**src/rtl/mult_issue_arbiter_if.sv**
```systemverilog
// Signal bundle for mult_issue_arbiter: issue requests, the multiplier port,
// per-requester responses and the sticky protocol-error flag.
interface mult_issue_arbiter_if #(
  parameter int NUM_REQ       = 2,
  parameter int XLEN          = 64,
  parameter int TRANS_ID_BITS = 4,
  parameter int OP_BITS       = 8
);
  logic                             flush;
  logic [NUM_REQ-1:0]               req_valid;
  logic [NUM_REQ-1:0]               req_ready;
  logic [NUM_REQ*OP_BITS-1:0]       req_op;
  logic [NUM_REQ*XLEN-1:0]          req_a;
  logic [NUM_REQ*XLEN-1:0]          req_b;
  logic [NUM_REQ*TRANS_ID_BITS-1:0] req_trans_id;
  logic                             mul_valid;
  logic                             mul_ready;
  logic [OP_BITS-1:0]               mul_op;
  logic [XLEN-1:0]                  mul_a;
  logic [XLEN-1:0]                  mul_b;
  logic [TRANS_ID_BITS-1:0]         mul_trans_id;
  logic                             mul_res_valid;
  logic [XLEN-1:0]                  mul_res;
  logic [TRANS_ID_BITS-1:0]         mul_res_trans_id;
  logic [NUM_REQ-1:0]               rsp_valid;
  logic [XLEN-1:0]                  rsp_result;
  logic [TRANS_ID_BITS-1:0]         rsp_trans_id;
  logic                             order_err;

  // Environment side: requesters plus the multiplier unit
  modport master (
    output flush, req_valid, req_op, req_a, req_b, req_trans_id,
    output mul_ready, mul_res_valid, mul_res, mul_res_trans_id,
    input  req_ready, mul_valid, mul_op, mul_a, mul_b, mul_trans_id,
    input  rsp_valid, rsp_result, rsp_trans_id, order_err
  );

  // Arbiter side
  modport slave (
    input  flush, req_valid, req_op, req_a, req_b, req_trans_id,
    input  mul_ready, mul_res_valid, mul_res, mul_res_trans_id,
    output req_ready, mul_valid, mul_op, mul_a, mul_b, mul_trans_id,
    output rsp_valid, rsp_result, rsp_trans_id, order_err
  );
endinterface

```
**src/rtl/mult_issue_arbiter.sv**
```systemverilog
// Round-robin sharing of one multiplier among NUM_REQ requesters, with an
// in-order tag FIFO routing results back and flush killing in-flight ops.
module mult_issue_arbiter #(
  parameter int NUM_REQ       = 2,
  parameter int XLEN          = 64,
  parameter int TRANS_ID_BITS = 4,
  parameter int OP_BITS       = 8,
  parameter int DEPTH         = 4
) (
  input  logic                clk,
  input  logic                rst,
  mult_issue_arbiter_if.slave bus
);
  localparam int IDX_W = (NUM_REQ > 1) ? $clog2(NUM_REQ) : 1;
  localparam int PTR_W = (DEPTH > 1) ? $clog2(DEPTH) : 1;
  localparam int CNT_W = PTR_W + 1;

  typedef struct packed {
    logic [IDX_W-1:0]         idx;
    logic [TRANS_ID_BITS-1:0] trans_id;
  } entry_t;

  entry_t                   fifo_r [DEPTH];
  logic [DEPTH-1:0]         killed_r;
  logic [PTR_W-1:0]         wr_ptr_r;
  logic [PTR_W-1:0]         rd_ptr_r;
  logic [CNT_W-1:0]         count_r;
  logic [IDX_W-1:0]         rr_r;
  logic                     order_err_r;

  logic [IDX_W-1:0]         grant_s;
  logic                     full_s;
  logic                     empty_s;
  logic                     mul_valid_s;
  logic                     push_s;
  logic                     pop_s;
  logic                     err_s;
  entry_t                   head_s;
  logic                     head_killed_s;
  logic [OP_BITS-1:0]       mul_op_s;
  logic [XLEN-1:0]          mul_a_s;
  logic [XLEN-1:0]          mul_b_s;
  logic [TRANS_ID_BITS-1:0] mul_trans_id_s;
  logic [NUM_REQ-1:0]       req_ready_s;
  logic [NUM_REQ-1:0]       rsp_valid_s;

  // full uses the registered count only, so a same-cycle pop never frees a slot
  assign full_s        = (count_r == CNT_W'(DEPTH));
  assign empty_s       = (count_r == {CNT_W{1'b0}});
  assign mul_valid_s   = (|bus.req_valid) & ~full_s & ~bus.flush;
  assign push_s        = mul_valid_s & bus.mul_ready;
  assign pop_s         = bus.mul_res_valid & ~empty_s;
  assign head_s        = fifo_r[rd_ptr_r];
  assign head_killed_s = killed_r[rd_ptr_r];
  assign err_s         = bus.mul_res_valid & (empty_s | (bus.mul_res_trans_id != head_s.trans_id));

  // Round-robin search from rr_r; walking offsets downward leaves the nearest valid requester
  always_comb begin
    grant_s = rr_r;
    for (int i = NUM_REQ - 1; i >= 0; i--) begin
      grant_s = bus.req_valid[(int'(rr_r) + i) % NUM_REQ] ? IDX_W'((int'(rr_r) + i) % NUM_REQ) : grant_s;
    end
  end

  // Operand/operator mux and one-hot ready for the granted requester
  always_comb begin
    mul_op_s       = {OP_BITS{1'b0}};
    mul_a_s        = {XLEN{1'b0}};
    mul_b_s        = {XLEN{1'b0}};
    mul_trans_id_s = {TRANS_ID_BITS{1'b0}};
    req_ready_s    = {NUM_REQ{1'b0}};
    for (int g = 0; g < NUM_REQ; g++) begin
      mul_op_s       = (grant_s == IDX_W'(g)) ? bus.req_op[g*OP_BITS +: OP_BITS] : mul_op_s;
      mul_a_s        = (grant_s == IDX_W'(g)) ? bus.req_a[g*XLEN +: XLEN] : mul_a_s;
      mul_b_s        = (grant_s == IDX_W'(g)) ? bus.req_b[g*XLEN +: XLEN] : mul_b_s;
      mul_trans_id_s = (grant_s == IDX_W'(g)) ? bus.req_trans_id[g*TRANS_ID_BITS +: TRANS_ID_BITS]
                                              : mul_trans_id_s;
      req_ready_s[g] = (grant_s == IDX_W'(g)) & bus.mul_ready & ~full_s & ~bus.flush;
    end
  end

  // Result routing to the requester recorded at the FIFO head
  always_comb begin
    rsp_valid_s = {NUM_REQ{1'b0}};
    for (int k = 0; k < NUM_REQ; k++) begin
      rsp_valid_s[k] = pop_s & (head_s.idx == IDX_W'(k)) & ~head_killed_s & ~bus.flush;
    end
  end

  assign bus.mul_valid    = mul_valid_s;
  assign bus.mul_op       = mul_op_s;
  assign bus.mul_a        = mul_a_s;
  assign bus.mul_b        = mul_b_s;
  assign bus.mul_trans_id = mul_trans_id_s;
  assign bus.req_ready    = req_ready_s;
  assign bus.rsp_valid    = rsp_valid_s;
  assign bus.rsp_result   = bus.mul_res;
  assign bus.rsp_trans_id = bus.mul_res_trans_id;
  assign bus.order_err    = order_err_r;

  // Tag FIFO storage and kill bits; flush marks every entry, push never coincides with flush
  always_ff @(posedge clk or posedge rst) begin
    if (rst) begin
      killed_r <= {DEPTH{1'b0}};
      for (int i = 0; i < DEPTH; i++) begin
        fifo_r[i] <= '{idx: {IDX_W{1'b0}}, trans_id: {TRANS_ID_BITS{1'b0}}};
      end
    end else if (bus.flush) begin
      killed_r <= {DEPTH{1'b1}};
    end else if (push_s) begin
      fifo_r[wr_ptr_r]   <= '{idx: grant_s, trans_id: mul_trans_id_s};
      killed_r[wr_ptr_r] <= 1'b0;
    end
  end

  // Pointers, occupancy, round-robin pointer and sticky error flag
  always_ff @(posedge clk or posedge rst) begin
    if (rst) begin
      wr_ptr_r    <= {PTR_W{1'b0}};
      rd_ptr_r    <= {PTR_W{1'b0}};
      count_r     <= {CNT_W{1'b0}};
      rr_r        <= {IDX_W{1'b0}};
      order_err_r <= 1'b0;
    end else begin
      if (push_s) begin
        wr_ptr_r <= wr_ptr_r + PTR_W'(1);
        rr_r     <= (grant_s == IDX_W'(NUM_REQ - 1)) ? {IDX_W{1'b0}} : grant_s + IDX_W'(1);
      end
      if (pop_s) begin
        rd_ptr_r <= rd_ptr_r + PTR_W'(1);
      end
      count_r <= count_r + CNT_W'(push_s) - CNT_W'(pop_s);
      if (err_s) begin
        order_err_r <= 1'b1;
      end
    end
  end
endmodule

```
**src/flat_wrapper.sv**
```systemverilog
// flat-port wrapper written by rule: the top's interface ports become plain ports
module mult_issue_arbiter_flat 
#(
  parameter int NUM_REQ       = 2,
  parameter int XLEN          = 64,
  parameter int TRANS_ID_BITS = 4,
  parameter int OP_BITS       = 8,
  parameter int DEPTH         = 4
)
  (clk, rst, bus_flush, bus_req_valid, bus_req_op, bus_req_a, bus_req_b, bus_req_trans_id, bus_mul_ready, bus_mul_res_valid, bus_mul_res, bus_mul_res_trans_id, bus_req_ready, bus_mul_valid, bus_mul_op, bus_mul_a, bus_mul_b, bus_mul_trans_id, bus_rsp_valid, bus_rsp_result, bus_rsp_trans_id, bus_order_err);
  mult_issue_arbiter_if #(.NUM_REQ(NUM_REQ), .XLEN(XLEN), .TRANS_ID_BITS(TRANS_ID_BITS), .OP_BITS(OP_BITS)) bus_i ();
  input  logic clk;
  input  logic rst;
  input wire logic [$bits(bus_i.flush)-1:0] bus_flush;
  input wire logic [$bits(bus_i.req_valid)-1:0] bus_req_valid;
  input wire logic [$bits(bus_i.req_op)-1:0] bus_req_op;
  input wire logic [$bits(bus_i.req_a)-1:0] bus_req_a;
  input wire logic [$bits(bus_i.req_b)-1:0] bus_req_b;
  input wire logic [$bits(bus_i.req_trans_id)-1:0] bus_req_trans_id;
  input wire logic [$bits(bus_i.mul_ready)-1:0] bus_mul_ready;
  input wire logic [$bits(bus_i.mul_res_valid)-1:0] bus_mul_res_valid;
  input wire logic [$bits(bus_i.mul_res)-1:0] bus_mul_res;
  input wire logic [$bits(bus_i.mul_res_trans_id)-1:0] bus_mul_res_trans_id;
  output wire logic [$bits(bus_i.req_ready)-1:0] bus_req_ready;
  output wire logic [$bits(bus_i.mul_valid)-1:0] bus_mul_valid;
  output wire logic [$bits(bus_i.mul_op)-1:0] bus_mul_op;
  output wire logic [$bits(bus_i.mul_a)-1:0] bus_mul_a;
  output wire logic [$bits(bus_i.mul_b)-1:0] bus_mul_b;
  output wire logic [$bits(bus_i.mul_trans_id)-1:0] bus_mul_trans_id;
  output wire logic [$bits(bus_i.rsp_valid)-1:0] bus_rsp_valid;
  output wire logic [$bits(bus_i.rsp_result)-1:0] bus_rsp_result;
  output wire logic [$bits(bus_i.rsp_trans_id)-1:0] bus_rsp_trans_id;
  output wire logic [$bits(bus_i.order_err)-1:0] bus_order_err;
  assign bus_i.flush = bus_flush;
  assign bus_i.req_valid = bus_req_valid;
  assign bus_i.req_op = bus_req_op;
  assign bus_i.req_a = bus_req_a;
  assign bus_i.req_b = bus_req_b;
  assign bus_i.req_trans_id = bus_req_trans_id;
  assign bus_i.mul_ready = bus_mul_ready;
  assign bus_i.mul_res_valid = bus_mul_res_valid;
  assign bus_i.mul_res = bus_mul_res;
  assign bus_i.mul_res_trans_id = bus_mul_res_trans_id;
  assign bus_req_ready = bus_i.req_ready;
  assign bus_mul_valid = bus_i.mul_valid;
  assign bus_mul_op = bus_i.mul_op;
  assign bus_mul_a = bus_i.mul_a;
  assign bus_mul_b = bus_i.mul_b;
  assign bus_mul_trans_id = bus_i.mul_trans_id;
  assign bus_rsp_valid = bus_i.rsp_valid;
  assign bus_rsp_result = bus_i.rsp_result;
  assign bus_rsp_trans_id = bus_i.rsp_trans_id;
  assign bus_order_err = bus_i.order_err;
  mult_issue_arbiter #(.NUM_REQ(NUM_REQ), .XLEN(XLEN), .TRANS_ID_BITS(TRANS_ID_BITS), .OP_BITS(OP_BITS), .DEPTH(DEPTH)) u_core (.clk(clk), .rst(rst), .bus(bus_i));
endmodule
```
**config.mk**
```make
export PLATFORM = sky130hd
export DESIGN_NAME = mult_issue_arbiter_flat
export DESIGN_NICKNAME = d
export VERILOG_FILES = /design/src/rtl/mult_issue_arbiter_if.sv /design/src/rtl/mult_issue_arbiter.sv /design/src/flat_wrapper.sv
export SDC_FILE = /design/constraint.sdc
export NUM_CORES = 1
export LEC_CHECK = 0
export ABC_AREA = 1
export CAP_MARGIN = 20
export CORE_AREA = 2 2 224 226
export CTS_CLUSTER_SIZE = 24
export DETAILED_ROUTE_END_ITERATION = 8
export DIE_AREA = 0 0 226 228
export PLACE_DENSITY = 0.44
export SYNTH_ARGS = -nofsm -noshare
export SYNTH_HDL_FRONTEND = slang
export SYNTH_SLANG_ARGS = --single-unit
```
**constraint.sdc**
```tcl
create_clock -name clk -period 1.9 [get_ports clk]
set_input_delay 0.38 -clock clk [delete_from_list [all_inputs] [get_ports clk]]
set_output_delay 0.38 -clock clk [all_outputs]
set_load 0.03 [all_outputs]
```
-- After elaboration in Yosys (flattened, before gate mapping)
Cells that the tools add are included.
- ROM bits: 0
- RAM bits: 0
- latch bits: 0
- flip-flop bits (word level): 33
- memories: 0
- shifts and indexed selects: 0
- order comparisons: 8
- bitwise gates (word level): 29
- multiplexer cells: 24
- equality and inequality tests: 2
- add/sub/neg operators: 6
- reductions and logical operators: 6
- multiply operators: 0
- divide/modulo/power cells: 0
- operators with widths (operator ; number):
    64-bit 2-to-1 mux ; 2
    20-bit bitwise mux ; 1
    1-bit bitwise AND ; 17
    5-bit 2-to-1 mux ; 3
    4-bit 2-to-1 mux ; 3
    5-bit binary-select mux with 2-bit select ; 1
    5-bit demux with 2-bit select ; 1
    1-bit 2-to-1 mux ; 10
    2-bit by 3-bit less-than comparator with 1-bit output (second input constant) ; 3
    8-bit 2-to-1 mux ; 1
    3-bit greater-or-equal comparator (second input constant) ; 2
    1-bit NOT ; 6
    2-bit NOT with 3-bit output ; 2
    2-bit by 1-bit adder with 2-bit output (second input constant) ; 2
    4-bit bitwise AND ; 1
    4-bit inequality test ; 1
    4-bit NOT ; 1
    3-bit by 1-bit adder with 3-bit output ; 1
    3-bit == test (second input constant) ; 1
    3-bit zero test ; 1
    3-bit by 1-bit less-than comparator with 1-bit output (second input constant) ; 1
    3-bit by 1-bit subtractor with 3-bit output ; 1
    1-bit adder (second input constant) ; 2
    1-bit binary-select mux with 2-bit select ; 1
    other kinds (9) ; 10

-- Depth between registers and ports, before layout
- depth after elaboration: 11
- depth in mapped cells: 11
- gate-level depth less buffers: 10

-- Least setup slack after synthesis
Ideal clock, no wire load.
- kind: reg-to-output
- start: reg u_core.rd_ptr_r[0]
- end: out bus_rsp_valid[1]
- buffers on the path: 1
- setup slack: 0.150 ns
- cell stages (with the launch flop): 7
- data arrival time: 1.370 ns
- cells stage by stage: dfrtp_1 > inv_2 > buf_2 > nand2_1 > a32oi_1 > inv_1 > nor2_1
- longest elaborated chain between the ends: 7
- ends and longest elaborated chain (what ; line ; text):
    start, declared ; mult_issue_arbiter.sv:26 ; logic [PTR_W-1:0] rd_ptr_r;
    start signal, assigned ; mult_issue_arbiter.sv:120 ; rd_ptr_r <= {PTR_W{1'b0}};
    start signal, assigned ; mult_issue_arbiter.sv:130 ; rd_ptr_r <= rd_ptr_r + PTR_W'(1);
    2-bit NOT with 3-bit output (not written as such) ; mult_issue_arbiter.sv:53 ; assign head_s = fifo_r[rd_ptr_r];
    5-bit binary-select mux with 2-bit select ; mult_issue_arbiter.sv:53 ;
    5-bit 2-to-1 mux (not written as such) (2 in series) ; mult_issue_arbiter.sv:53 ;
    1-bit bitwise AND ; mult_issue_arbiter.sv:86 ; rsp_valid_s[k] = pop_s & (head_s.idx == IDX_W'(k)) & ~head_killed_s & ~bus.flush;
    1-bit bitwise AND (*) (2 in series) ; mult_issue_arbiter.sv:86 ;
    end, declared ; flat_wrapper.sv:30 ; output wire logic [$bits(bus_i.rsp_valid)-1:0] bus_rsp_valid;
Every way passes the cells marked *; elsewhere a longest branch is shown, timed or not. The select of a mux whose other input is x is not followed.

-- Worst setup path in the final report
- start: reg u_core.rr_r
- end: out bus_mul_b[49]
- longest elaborated chain between the ends: 7
- ends and longest elaborated chain (what ; line ; text):
    start, declared ; mult_issue_arbiter.sv:28 ; logic [IDX_W-1:0] rr_r;
    start signal, assigned ; mult_issue_arbiter.sv:122 ; rr_r <= {IDX_W{1'b0}};
    start signal, assigned ; mult_issue_arbiter.sv:127 ; rr_r <= (grant_s == IDX_W'(NUM_REQ - 1)) ? {IDX_W{1'b0}} : grant_s + IDX_W'(1);
    1-bit adder ; mult_issue_arbiter.sv:61 ; grant_s = bus.req_valid[(int'(rr_r) + i) % NUM_REQ] ? IDX_W'((int'(rr_r) + i) % NUM_REQ) : grant_s;
    1-bit 2-to-1 mux (not written as such) (3 in series) ; mult_issue_arbiter.sv:61 ;
    1-bit 2-to-1 mux ; mult_issue_arbiter.sv:61 ;
    1-bit 2-to-1 mux (*) ; mult_issue_arbiter.sv:61 ;
    64-bit 2-to-1 mux (*) ; mult_issue_arbiter.sv:75 ; mul_b_s = (grant_s == IDX_W'(g)) ? bus.req_b[g*XLEN +: XLEN] : mul_b_s;
    end, declared ; flat_wrapper.sv:28 ; output wire logic [$bits(bus_i.mul_b)-1:0] bus_mul_b;
Marks and branches as above.

==> impl_metrics.json <==
{
  "outcome": "finished, violations left",
  "failed_checks": "setup timing",
  "post-place-ws_ps": -465,
  "dpl-instance-area_um2": 9030,
  "synthDistinctLibCells": 28,
  "cts_max_path_buffers": 2,
  "netlist_area_um2": 3950,
  "core-area_um2": 49300,
  "synth_area_leaders": "nand2_1 44%, dfrtp_1 21%, buf_4 13%, nor2_1 3.3%, buf_2 2.8%",
  "antenna_found_initial": 11,
  "hp-class": "reg -> reg",
  "dpl.cell_count": 1778,
  "max_freq_mhz": 454,
  "nNetsFinal": 1507,
  "fp.dieW_um": 226,
  "final_cell_mix": "294 x nand2_1, 288 x clkdlybuf4s50_1, 105 x nand2_2",
  "synth_top_area_cell": "nand2_1",
  "end_kind": "output port",
  "finalHoldViolations": 0,
  "layout_setup_ws_ps": -305,
  "slew_headroom_pct": 70.4,
  "grt_use_total_pct": 13.2,
  "cts_tree": "yes",
  "initial_core_util_pct": 8.01,
  "area_growth_pct": 178,
  "drc": 0,
  "hpwl_um": 28600,
  "place_congestion": 0.884,
  "fin_setup_tns_ps": -33000,
  "postRouteAntennaNets": 0,
  "grt_start_max_net_pins": 34,
  "die-area_um2": 51500,
  "post_drt_via_cell_ratio": 3.37,
  "insertion_delay_ps": 280,
  "synth_top_family_by_area": "simple AND/OR/NAND/NOR gates",
  "p_per_area_nw_per_um2": 992,
  "synth_compound_area_share_pct": 4.94,
  "ir_worst_vdd_v": 0.000445,
  "final_cells": 1825,
  "hold_slack_ps": 473,
  "via_count": 6143,
  "final_common_cell": "nand2_1",
  "synthCells": 715,
  "clkSinkCount": 33,
  "min_period_ps": 2200,
  "wirelength_um": 35700,
  "drv_slew": 0,
  "drv_cap": 0,
  "drt_first_pass_iters": 4,
  "htree_levels": 2,
  "cp.required_ps": 1520,
  "synthesis.nets": 1076,
  "synth_seq_cells": 33,
  "synth_mux_area_share_pct": 0,
  "finalSetupViolCount": 142,
  "synthAdderAreaFrac_pct": 2.09,
  "synth.yosys.seq_area_share_pct": 20.9,
  "period_share_pct": 116,
  "cp-start-kind": "flip-flop",
  "path_cells": "nand2_1 > nand2_2 > o21ai_4 > buf_6 > buf_12 > buf_12 > buf_6 > nand2_1 > nand2_1 > buf_6",
  "fin_skew_ps": 1.08,
  "worst_path_max_delay_cell": "dfrtp_1",
  "cts_made_buffers": 5,
  "cellLeakagePower_nw": 5.13,
  "max_stage_delay_ps": 420,
  "numPortBuffers": 440,
  "grt_pass1_wl_um": 47400,
  "critPathMaxFanout": 8,
  "grt_pass1_vias": 6405,
  "worstMarginPinSlew_ps": 444,
  "wl_per_cell_um": 19.5,
  "dieHeight_um": 228,
  "yosys_warnings": 0,
  "final_area_um2": 11000,
  "crit_type": "reg -> out",
  "drive_above_1_share_pct": 37.8,
  "cts-root-buf": "clkbuf_16",
  "rsz0062_at_grt": "yes",
  "initialDrtViolationCount": 236,
  "synth-simple-area-share_pct": 51.2,
  "arrival_ps": 1820,
  "io_pins": 569,
  "placementRows": 82,
  "clk_pin_slew_ps": 50,
  "postSynthAreaPerCell_um2": 5.53,
  "gr-total-overflow": 0,
  "yosys.area.top_type_share_pct": 43.8,
  "synthXorXnorAreaFrac_pct": 1.11,
  "final.fill_count": 5447
}
[final cells by class]
| cell class | instances | area, µm² | area share [%] |
|---|---|---|---|
| timing repair buffer | 526 | 5950 | 54.1 |
| multi-input combinational | 559 | 3120 | 28.3 |
| tap | 672 | 841 | 7.65 |
| sequential | 33 | 827 | 7.52 |
| clock buffer | 6 | 129 | 1.17 |
| inverter | 21 | 109 | 0.990 |
| antenna | 6 | 15.0 | 0.137 |
| clock inverter | 2 | 10.0 | 0.0910 |
[per-stage QoR]
stage | total power [mW] | utilization (%)
final | 10.9 | 22.3
after detailed placement | 8.17 | 18.3
after global placement | 8.15 | 18.3
after floorplan | 5.04 | -
after global routing | 11.6 | 22.3
after CTS | 10.5 | 21.1
[synth_stat cells (all sizes together)]
| cell type | count |
|---|---|
| nand2 | 465 |
| buf | 93 |
| nor2 | 36 |
| dfrtp | 33 |
| a31oi | 16 |
| inv | 16 |
| nand3 | 13 |
| o21ai | 12 |
| clkbuf | 9 |
| clkinv | 5 |
| ha | 5 |
| a21oi | 3 |
| xor2 | 3 |
| xnor2 | 2 |
| a32oi | 1 |
| fa | 1 |
| nand3b | 1 |
| o21bai | 1 |
[cell families after synthesis]
logic type	count (synthesis)
simple gates	515
buf+inv	123
compound gates	33
flops	33
fa+ha+maj	6
xor+xnor	5
[final timing paths]
kind / startpoint / endpoint / slack [ps] / depth (start not counted)
min reg2reg: u_core.bus.order_err / u_core.bus.order_err / 470 / 2
min in group asynchronous: rst / u_core.rr_r / 510 / 3
max in group asynchronous: rst / u_core.rd_ptr_r[0] / 1050 / 3
max: u_core.rr_r / bus_mul_b[49] / -300 / 10
min: u_core.bus.order_err / u_core.bus.order_err / 470 / 2
max reg2reg: u_core.rr_r / u_core.fifo_r[11] / 110 / 11
[registers in the layout (all words and copies together), names as in the netlist]
| register | count |
|---|---|
| u_core.bus.order_err | 1 |
| u_core.count_r | 3 |
| u_core.fifo_r | 20 |
| u_core.killed_r | 4 |
| u_core.rd_ptr_r | 2 |
| u_core.rr_r | 1 |
| u_core.wr_ptr_r | 2 |
[worst max-delay path: cells and delay by family (launching register included)]
family          cells  cell delay (ps)
buf+inv             5              690
flops               1              420
simple gates        4              270
compound gates      1              120
[per-layer routing]
metal / vias to the layer above / global-route usage (%) / routed length [µm]
li1: 2980 / - / -
met1: 2783 / 12.9 / 12000
met2: 320 / 20.4 / 16000
met3: 52 / 10.7 / 6340
met4: 8 / 4.70 / 1200
met5: - / 1.61 / 156
[power breakdown]
group          total [mW]  switching, mW  internal, mW
clock network       0.776          0.295         0.481
logic                8.91           4.72          4.19
registers            1.23          0.200          1.02
[repair_timing]
action | 4_1_cts | 5_1_grt
pin swaps | 46 | 38
buffers inserted | 16 | 7
endpoints found under the setup margin | 145 | 144
resized for setup | 237 | 156
hold buffers | 0 | 0
gates cloned | 13 | 2
No activity file was read; power rests on OpenSTA's default activity.
